File: config.mk
export PLATFORM = sky130hd
export DESIGN_NAME = vip_cfg_seq
export DESIGN_NICKNAME = d
export VERILOG_FILES = /design/src/rtl/vip_cfg_seq.sv
export SDC_FILE = /design/constraint.sdc
export NUM_CORES = 1
export LEC_CHECK = 0
export ABC_AREA = 1
export BUFFER_PORTS_ARGS = -buffer_cell sky130_fd_sc_hd__clkbuf_2
export CAP_MARGIN = 10
export CORE_ASPECT_RATIO = 1.2
export CORE_MARGIN = 1
export CORE_UTILIZATION = 44
export CTS_CLUSTER_DIAMETER = 120
export DETAILED_ROUTE_END_ITERATION = 6
export PLACE_DENSITY = 0.58
export SETUP_SLACK_MARGIN = 0.2
export SYNTH_ARGS = -nofsm -noshare
export SYNTH_HDL_FRONTEND = slang
export SYNTH_SLANG_ARGS = --single-unit
File: constraint.sdc
create_clock -name clk -period 12.6 [get_ports clk]
set_clock_uncertainty 0.2 [all_clocks]
set_input_delay 1.89 -clock clk [delete_from_list [all_inputs] [get_ports clk]]
set_output_delay 1.89 -clock clk [all_outputs]
set_load 0.05 [all_outputs]
File: src/rtl/vip_cfg_seq.sv
// vip_cfg_seq - Avalon-MM master that programs the video IP chain (scaler,
// mixer, clocked video output). It runs after power-up and again whenever
// the aspect ratio, output mode or source size changes.
//
// Optional build macro: VIP_INTEGER_SCALE_EN. When it is defined, an extra
// stage snaps the fitted video size to an integer multiple of the source size.
//
// Ports:
//   clk, reset_n       system clock, asynchronous active-low reset
//   ARX, ARY           aspect numerator / denominator
//   vmode[95:0]        WIDTH,HEIGHT,HFP,HS,HBP,VFP,VS,VBP (12 bits each, LSB first)
//   src_w, src_h       source active size
//   address, write,    Avalon-MM master write port; a transfer is held
//   writedata,         until waitrequest is low
//   waitrequest
//   busy               sequence in progress
//   done               last sequence completed with the current inputs
module vip_cfg_seq #(
   parameter int ADDR_W      = 9,
   parameter int TIMEOUT     = 1000000,
   parameter int BASE_SCALER = 'h000,
   parameter int BASE_MIXER  = 'h080,
   parameter int BASE_CVO    = 'h100
) (
   input  logic              clk,
   input  logic              reset_n,
   input  logic [7:0]        ARX,
   input  logic [7:0]        ARY,
   input  logic [95:0]       vmode,
   input  logic [11:0]       src_w,
   input  logic [11:0]       src_h,
   output logic [ADDR_W-1:0] address,
   output logic              write,
   output logic [31:0]       writedata,
   input  logic              waitrequest,
   output logic              busy,
   output logic              done
);

   localparam int            CW      = $clog2(TIMEOUT + 1);
   localparam logic [CW-1:0] CNT_END = CW'(TIMEOUT - 1);

   typedef enum logic [2:0] {
      S_DEB, S_CALC_W, S_CALC_H, S_FIT,
`ifdef VIP_INTEGER_SCALE_EN
      S_INT_W, S_INT_H,
`endif
      S_GAP, S_WRITE
   } state_t;

   state_t        r_state;
   logic [CW-1:0] r_cnt;
   logic [7:0]    r_arx, r_ary;
   logic [95:0]   r_vmode;
   logic [11:0]   r_srcw, r_srch;
   logic [23:0]   r_dvd;            // dividend shifts out, quotient shifts in
   logic [11:0]   r_dvs;
   logic [11:0]   r_rem;
   logic [4:0]    r_bit;
   logic [23:0]   r_wcalc, r_hcalc;
   logic [11:0]   r_videow, r_videoh;
   logic [4:0]    r_idx;

   logic [11:0] w_wid, w_hgt, w_hfp, w_hs, w_hbp, w_vfp, w_vs, w_vbp;
   assign {w_vbp, w_vs, w_vfp, w_hbp, w_hs, w_hfp, w_hgt, w_wid} = r_vmode;

   logic w_chg, w_restart;
   assign w_chg = (ARX != r_arx) || (ARY != r_ary) || (vmode != r_vmode) ||
                  (src_w != r_srcw) || (src_h != r_srch);
   // A stalled transfer must finish its accept before a restart takes over.
   assign w_restart = w_chg && ((r_state != S_WRITE) || !waitrequest);

   // Restoring divider step: one quotient bit per cycle, MSB first.
   logic [12:0] w_trial;
   logic        w_ge, w_last;
   logic [23:0] w_q;
   assign w_trial = {r_rem, r_dvd[23]};
   assign w_ge    = w_trial >= {1'b0, r_dvs};
   assign w_q     = {r_dvd[22:0], w_ge};
   assign w_last  = (r_bit == 5'd23);

   logic [11:0] w_fitw, w_fith, w_posx, w_posy;
   assign w_fitw = (r_wcalc > 24'(w_wid)) ? w_wid : r_wcalc[11:0];
   assign w_fith = (r_hcalc > 24'(w_hgt)) ? w_hgt : r_hcalc[11:0];
   assign w_posx = (w_wid - r_videow) >> 1;
   assign w_posy = (w_hgt - r_videoh) >> 1;

   logic [ADDR_W-1:0] w_tab_addr;
   logic [31:0]       w_tab_data;
   always_comb begin
      w_tab_addr = '0;
      w_tab_data = '0;
      case (r_idx)
         5'd0:  begin w_tab_addr = ADDR_W'(BASE_SCALER + 'h3);  w_tab_data = 32'(r_videow); end
         5'd1:  begin w_tab_addr = ADDR_W'(BASE_SCALER + 'h4);  w_tab_data = 32'(r_videoh); end
         5'd2:  begin w_tab_addr = ADDR_W'(BASE_SCALER);        w_tab_data = 32'd1; end
         5'd3:  begin w_tab_addr = ADDR_W'(BASE_MIXER + 'h3);   w_tab_data = 32'(w_wid); end
         5'd4:  begin w_tab_addr = ADDR_W'(BASE_MIXER + 'h4);   w_tab_data = 32'(w_hgt); end
         5'd5:  begin w_tab_addr = ADDR_W'(BASE_MIXER + 'h8);   w_tab_data = 32'(w_posx); end
         5'd6:  begin w_tab_addr = ADDR_W'(BASE_MIXER + 'h9);   w_tab_data = 32'(w_posy); end
         5'd7:  begin w_tab_addr = ADDR_W'(BASE_MIXER + 'hA);   w_tab_data = 32'd1; end
         5'd8:  begin w_tab_addr = ADDR_W'(BASE_MIXER);         w_tab_data = 32'd1; end
         5'd9:  begin w_tab_addr = ADDR_W'(BASE_CVO + 'h4);     w_tab_data = 32'd0; end
         5'd10: begin w_tab_addr = ADDR_W'(BASE_CVO + 'h5);     w_tab_data = 32'd0; end
         5'd11: begin w_tab_addr = ADDR_W'(BASE_CVO + 'h6);     w_tab_data = 32'(w_wid); end
         5'd12: begin w_tab_addr = ADDR_W'(BASE_CVO + 'h7);     w_tab_data = 32'(w_hgt); end
         5'd13: begin w_tab_addr = ADDR_W'(BASE_CVO + 'h9);     w_tab_data = 32'(w_hfp); end
         5'd14: begin w_tab_addr = ADDR_W'(BASE_CVO + 'hA);     w_tab_data = 32'(w_hs); end
         5'd15: begin w_tab_addr = ADDR_W'(BASE_CVO + 'hB);     w_tab_data = 32'(w_hfp) + 32'(w_hs) + 32'(w_hbp); end
         5'd16: begin w_tab_addr = ADDR_W'(BASE_CVO + 'hC);     w_tab_data = 32'(w_vfp); end
         5'd17: begin w_tab_addr = ADDR_W'(BASE_CVO + 'hD);     w_tab_data = 32'(w_vs); end
         5'd18: begin w_tab_addr = ADDR_W'(BASE_CVO + 'hE);     w_tab_data = 32'(w_vfp) + 32'(w_vs) + 32'(w_vbp); end
         5'd19: begin w_tab_addr = ADDR_W'(BASE_CVO + 'h1E);    w_tab_data = 32'd1; end
         5'd20: begin w_tab_addr = ADDR_W'(BASE_CVO);           w_tab_data = 32'd1; end
         default: ;
      endcase
   end

   always_ff @(posedge clk or negedge reset_n) begin
      if (!reset_n) begin
         r_state   <= S_DEB;
         r_cnt     <= '0;
         r_arx     <= '0;
         r_ary     <= '0;
         r_vmode   <= '0;
         r_srcw    <= '0;
         r_srch    <= '0;
         r_dvd     <= '0;
         r_dvs     <= '0;
         r_rem     <= '0;
         r_bit     <= '0;
         r_wcalc   <= '0;
         r_hcalc   <= '0;
         r_videow  <= '0;
         r_videoh  <= '0;
         r_idx     <= '0;
         address   <= '0;
         write     <= 1'b0;
         writedata <= '0;
         busy      <= 1'b0;
         done      <= 1'b0;
      end else if (w_restart) begin
         r_arx   <= ARX;
         r_ary   <= ARY;
         r_vmode <= vmode;
         r_srcw  <= src_w;
         r_srch  <= src_h;
         r_cnt   <= '0;
         busy    <= 1'b1;
         done    <= 1'b0;
         write   <= 1'b0;
         r_state <= S_DEB;
      end else begin
         case (r_state)
            S_DEB: begin
               // done marks the saturated idle state: nothing to do until a change.
               if (!done) begin
                  if (r_cnt == CNT_END) begin
                     busy <= 1'b1;
                     if (r_arx == 8'd0 || r_ary == 8'd0) begin
                        r_wcalc <= 24'(w_wid);
                        r_hcalc <= 24'(w_hgt);
                        r_state <= S_FIT;
                     end else begin
                        r_dvd   <= 24'(w_hgt) * 24'(r_arx);
                        r_dvs   <= {4'd0, r_ary};
                        r_rem   <= '0;
                        r_bit   <= '0;
                        r_state <= S_CALC_W;
                     end
                  end else begin
                     r_cnt <= r_cnt + 1'b1;
                  end
               end
            end
            S_CALC_W: begin
               r_dvd <= w_q;
               r_rem <= w_ge ? 12'(w_trial - {1'b0, r_dvs}) : w_trial[11:0];
               r_bit <= r_bit + 1'b1;
               if (w_last) begin
                  r_wcalc <= w_q;
                  r_dvd   <= 24'(w_wid) * 24'(r_ary);
                  r_dvs   <= {4'd0, r_arx};
                  r_rem   <= '0;
                  r_bit   <= '0;
                  r_state <= S_CALC_H;
               end
            end
            S_CALC_H: begin
               r_dvd <= w_q;
               r_rem <= w_ge ? 12'(w_trial - {1'b0, r_dvs}) : w_trial[11:0];
               r_bit <= r_bit + 1'b1;
               if (w_last) begin
                  r_hcalc <= w_q;
                  r_state <= S_FIT;
               end
            end
            S_FIT: begin
               r_videow <= w_fitw;
               r_videoh <= w_fith;
               r_idx    <= '0;
`ifdef VIP_INTEGER_SCALE_EN
               r_dvd    <= 24'(w_fitw);
               r_dvs    <= r_srcw;
               r_rem    <= '0;
               r_bit    <= '0;
               r_state  <= S_INT_W;
`else
               r_state  <= S_GAP;
`endif
            end
`ifdef VIP_INTEGER_SCALE_EN
            // Both stages always run their full 24 cycles; the guard only
            // decides whether the snapped size is kept.
            S_INT_W: begin
               r_dvd <= w_q;
               r_rem <= w_ge ? 12'(w_trial - {1'b0, r_dvs}) : w_trial[11:0];
               r_bit <= r_bit + 1'b1;
               if (w_last) begin
                  if (r_srcw != 12'd0 && r_videow >= r_srcw)
                     r_videow <= w_q[11:0] * r_srcw;
                  r_dvd   <= 24'(r_videoh);
                  r_dvs   <= r_srch;
                  r_rem   <= '0;
                  r_bit   <= '0;
                  r_state <= S_INT_H;
               end
            end
            S_INT_H: begin
               r_dvd <= w_q;
               r_rem <= w_ge ? 12'(w_trial - {1'b0, r_dvs}) : w_trial[11:0];
               r_bit <= r_bit + 1'b1;
               if (w_last) begin
                  if (r_srch != 12'd0 && r_videoh >= r_srch)
                     r_videoh <= w_q[11:0] * r_srch;
                  r_state <= S_GAP;
               end
            end
`endif
            // The write port only changes here, while write is low.
            S_GAP: begin
               address   <= w_tab_addr;
               writedata <= w_tab_data;
               write     <= 1'b1;
               r_state   <= S_WRITE;
            end
            S_WRITE: begin
               if (!waitrequest) begin
                  write <= 1'b0;
                  if (r_idx == 5'd20) begin
                     busy    <= 1'b0;
                     done    <= 1'b1;
                     r_cnt   <= CNT_END;
                     r_state <= S_DEB;
                  end else begin
                     r_idx   <= r_idx + 1'b1;
                     r_state <= S_GAP;
                  end
               end
            end
            default: r_state <= S_DEB;
         endcase
      end
   end

endmodule

; Word-level counts from Yosys, hierarchy flattened
; Cells that the tools add are included.
[word_totals]
register_bits = 333
inputBits = 139
output_inout_bits = 44
elab_cells = 186
[classes]
muxes = 65
mul = 2
n_lt_le_gt_ge = 3
n_eq_ne = 49
addsub = 10
bitwise = 1
reduce_logical = 35
[ops]
columns = operator, n
row1 = two-way mux 24 bit, 11
row2 = case mux 14 bit (13 select lines), 1
row3 = case mux 9 bit (20 select lines), 1
row4 = two-way mux 12 bit, 11
row5 = two-way mux 20 bit, 5
row6 = inequality test 96 bit, 1
row7 = case mux 24 bit (2 select lines), 2
row8 = case mux 24 bit (3 select lines), 1
row9 = > comparator 24 x 12 -> 1 bit, 2
row10 = equality test 5 x 4 -> 1 bit (second input constant), 8
row11 = multiplier 12 x 8 -> 20 bit, 2
row12 = case mux 20 bit (2 select lines), 1
row13 = case mux 12 bit (3 select lines), 1
row14 = subtractor 12 bit, 3
row15 = equality test 5 bit (second input constant), 6
row16 = two-way mux 5 bit, 6
row17 = adder 13 x 12 -> 14 bit, 2
row18 = adder 12 x 12 -> 13 bit, 2
row19 = inequality test 12 bit, 2
row20 = inequality test 3 bit (second input constant), 8
row21 = case mux 12 bit (2 select lines), 1
row22 = two-way mux 3 bit, 7
row23 = adder 20 x 1 -> 20 bit (second input constant), 1
row24 = equality test 20 bit (second input constant), 1
row25 = 33 further kinds, 79

; Logic depth before layout (Yosys ltp)
[logic_depth]
word_depth = 8
ltp_mapped = 25

; Least setup slack after synthesis
; OpenSTA, ideal clock, no wires.
[synth_timing]
kind = reg-to-reg
start = register r_ary[7]
end = register r_dvd[18]
period_less_slack_ns = 4.689
stages_incl_launch_ff = 21
setup_slack_ns = 7.911
arrival_ns = 4.363
required_time_ns = 12.274
path_cell_list = dfrtp_1 buf_2 clkbuf_1 nand2_1 fa_1 fa_1 inv_1 fa_1 inv_1 fa_1 inv_1 ha_1 nand3_1 o21ai_0 nand3_1 nand3_1 nand3_1 o21ai_0 nand3_1 nand2_1 o21ai_0
[synth_via]
elab_chain_len = 8
elab_cells_between_ends = 14
[synth_rtl]
columns = element, line_no
row1 = from (decl), 53  ; logic [7:0] r_arx, r_ary;
row2 = from (signal assigned), 124  ; r_ary <= '0;
row3 = from (signal assigned), 144  ; r_ary <= ARY;
row4 = "parallel branches: the longest is 8 deep, another holds multiplier 12 x 8 -> 20 bit", --
row5 = to (signal assigned), 165  ; r_dvd <= 24'(w_hgt) * 24'(r_arx);
row6 = to (signal assigned), 177  ; r_dvd <= w_q;
row7 = to (signal assigned), 182  ; r_dvd <= 24'(w_wid) * 24'(r_ary);
row8 = to (decl), 56  ; logic [23:0] r_dvd;
; Several ways; the timed one is not identified.
; A chain may end at the register's enable or synchronous reset.

; Final worst setup path
[layout_timing]
start = input vmode[11]
end = register r_rem[8]
[layout_via]
elab_chain_len = 7
[layout_rtl]
columns = element, line_no
row1 = from (decl), 29  ; input logic [95:0] vmode,
row2 = inequality test 96 bit, 68  ; assign w_chg = (ARX != r_arx) || (ARY != r_ary) || (vmode != r_vmode) ||
row3 = logical OR 1 bit (2 in series), 68
row4 = logical OR 1 bit, 69  ; (src_w != r_srcw) || (src_h != r_srch);
row5 = logical AND 1 bit, 71  ; assign w_restart = w_chg && ((r_state != S_WRITE) || !waitrequest);
row6 = NOT 1 bit (no line), --
row7 = AND reduction 5 bit (no line), --
row8 = to (signal assigned), 178  ; r_rem <= w_ge ? 12'(w_trial - {1'b0, r_dvs}) : w_trial[11:0];
row9 = to (signal assigned), 191  ; r_rem <= w_ge ? 12'(w_trial - {1'b0, r_dvs}) : w_trial[11:0];
row10 = to (decl), 58  ; logic [11:0] r_rem;
; Every way passes these cells.

==> results.ini <==
[cells_and_area]
fin_nets=4449
n_fill_cell=6331
final_area_um2=29900
regArea_um2=7730
multi_input_area_um2=16500
fin_util_pct=48.9
drive_above_1_share_pct=6.93
n_antenna_cell=0
syn_to_final_growth_pct=9.20
stdcell_count=4836

[synthesis]
synth_edf_count=0
ys_ff_latch=309
syn_area_per_cell_um2=6.98
ys_types=53
syn_inst=3927
syn_area_um2=27400
synthArstFlopShare_pct=100
synth_ff_type=dfrtp_1
synth_seq_area_share_pct=28.2
yosys_warnings=0

[clocking]
cts_tree=built
clk_path_buf_depth=3
cts_buffers=38
post_cts_buffers=0
cts_sinks=309
htree_num_levels=2
cts_resized=0
insertion_delay_ps=560
clockRootBuffer=clkbuf_16
holdBufCountCts=0
clkTransAtPathRegs_ps=60

[min_path]
hold_path_class=flop to flop

[worst_setup_path]
end_kind=flop
crit_path_max_fanout=112
arrival_ps=6550
r2r-end=r_rem[8]
slowest_stage=nand2_1
cp_cell_sequence=clkbuf_2 -> xnor2_1 -> nand4_1 -> nor2_1 -> nand2_1 -> nor2_1 -> nand3_2 -> nand2_8 -> nand2_1 -> clkinv_1 -> buf_4 -> o21ai_0 -> o21ai_0
r2r_cells=15
reg2reg_slack_ps=6970
required_ps=12860
crit_path_max_incr_delay_ps=780
path_class=primary input to flop
cp-start-kind=primary input
endpoint=r_rem[8]
cp-startpoint=vmode[11]
r2r-start=r_arx[3]

[floorplan]
core_um2=61200
pin_count=183
die_x_um=230
initial_core_util_pct=44.8
dieArea_um2=63300
num_rows=99
die_y_um=275

[global_route]
grt_pass1_vias=24600
grt_usage_pct=28.2
grt-ovfl-total=0
antenna_found_initial=0
grt_first_pass_wirelength_mm=139
grt_max_degree=113

[timing]
hold_violations=0
post-route-period-util_pct=49.9
slew_headroom_pct=24.4
fmax_ghz=0.159
drv_slew=0
fin_tns_setup_ps=0
finalSetupViolCount=0
tightest_slew_ps=1130
period_needed_ps=6290
rsz0062_at_grt=no

[placed_design]
io_buffer_count=162
hpwl_mm=68.0
gp_congestion=0.976
dp.cells=4768
placed_area_um2=28700

[route]
drt_pass1_iterations=5
drt_iter0_drc=1612
drt_wl_total_mm=87.7
post_drt_wl_per_cell_um=18.1
detail-route-antenna-nets=0
via_per_inst=5.16
vias=25000
drc=0

[status]
status=finished clean

[pwr]
ir_drop_v=0.0000869
power_density_nw_per_um2=117
p_leak_nw=16.3

[run]
drv_cap=0

## cell usage after synthesis, types with 5 or more instances
cell type	number	area, um2
o21ai_1	25	125
a21oi_1	153	766
buf_4	22	165
buf_2	66	330
fa_1	149	2980
nor3_1	34	170
nand4_1	56	350
o21bai_1	12	90.1
ha_1	161	2010
xnor2_1	84	736
o31ai_1	10	75.1
a221oi_1	13	114
clkbuf_1	79	297
nand2_1	1332	5000
nor2_1	202	758
o21ai_0	308	1540
xor2_1	28	245
buf_6	5	56.3
nand3_1	121	606
o211ai_1	10	75.1
a21o_1	10	75.1
nor4_1	19	119
inv_1	623	2340
dfrtp_1	309	7730
or2_2	9	56.3
o2111ai_1	7	61.3
inv_2	12	45.0
o22ai_1	24	150
## cell usage in the layout (no fill, tap or decap), types with 12 or more instances in the layout
cell	instances
a21oi_1	153
a221oi_1	13
buf_4	27
clkbuf_16	39
clkbuf_2	161
conb_1	20
dfrtp_1	309
fa_1	149
ha_1	161
inv_1	623
nand2_1	1332
nand3_1	121
nand4_1	56
nor2_1	201
nor3_1	34
nor4_1	19
o21ai_0	308
o21ai_1	25
o21bai_1	12
o22ai_1	24
xnor2_1	84
xor2_1	28
## layout make-up
| type | instances | share of cell area, % |
|---|---|---|
| Inverter | 637 | 7.99 |
| Clock buffer | 60 | 3.86 |
| Clock inverter | 8 | 0.313 |
| Multi-Input combinational cell | 2825 | 55.2 |
| Sequential cell | 309 | 25.8 |
| Timing Repair Buffer | 189 | 3.42 |
| Tap cell | 808 | 3.38 |
## registers in the layout, summed over array words and instances, names as in the netlist, 12 cells and up
| name | count |
|---|---|
| r_vmode | 96 |
| r_cnt | 20 |
| writedata | 14 |
| r_rem | 12 |
| r_dvd | 24 |
| r_srch | 12 |
| r_wcalc | 24 |
| r_hcalc | 24 |
| r_srcw | 12 |
| r_videoh | 12 |
| r_videow | 12 |
## metrics by stage
step | hold slack, ps | worst slack [ps] | power, mW
4_1_cts | 275 | 6260 | 3.53
3_5_place_dp | 261 | 5710 | 2.40
2_1_floorplan | 248 | 7910 | 2.01
5_1_grt | 288 | 5890 | 3.76
3_3_place_gp | 257 | 5790 | 2.40
6_report | 269 | 6310 | 3.50
## critical path, delay by kind of cell
kind | cells | cell delay (ps)
AOI/OAI and AO/OA | 2 | 230
and+or+nand+nor | 7 | 3050
xor gates and xnor gates | 1 | 290
buffers and inverters | 3 | 1030
## worst min path at each step
stage,startpoint,end,slack (ps),cells past startpoint
floorplan,r_hcalc[15],r_hcalc[15],250,2
global placement,writedata[2],writedata[2],260,2
detailed placement,address[2],address[2],260,2
CTS,address[2],address[2],280,2
global route,writedata[2],writedata[2],290,2
finish,address[2],address[2],270,2
## metal layers
| layer | global-route usage, % | share of wire [%] | vias up | wire length (um) |
|---|---|---|---|---|
| met5 | 0 | 0 | - | 0 |
| met4 | 12.8 | 4.6 | 0 | 4070 |
| met3 | 3.18 | 4.5 | 157 | 3960 |
| met2 | 49.1 | 49 | 569 | 42700 |
| met1 | 35.3 | 42 | 11900 | 36900 |
| li1 | - | - | 12400 | - |
## kinds of logic after synthesis
family | synth area share [%]
simple gates | 26.4
buf+inv | 11.9
compound gates | 11.7
fa+ha+maj | 18.2
flops | 28.2
xor+xnor | 3.58
other cells | 0.0137
## power breakdown
| part | total (mW) | switching, mW | internal (mW) |
|---|---|---|---|
| combinational | 1.31 | 0.838 | 0.470 |
| clock | 1.12 | 0.452 | 0.668 |
| sequential | 1.07 | 0.0547 | 1.01 |
| total | 3.50 | 1.34 | 2.15 |
Power figures use the tool's default switching activity.
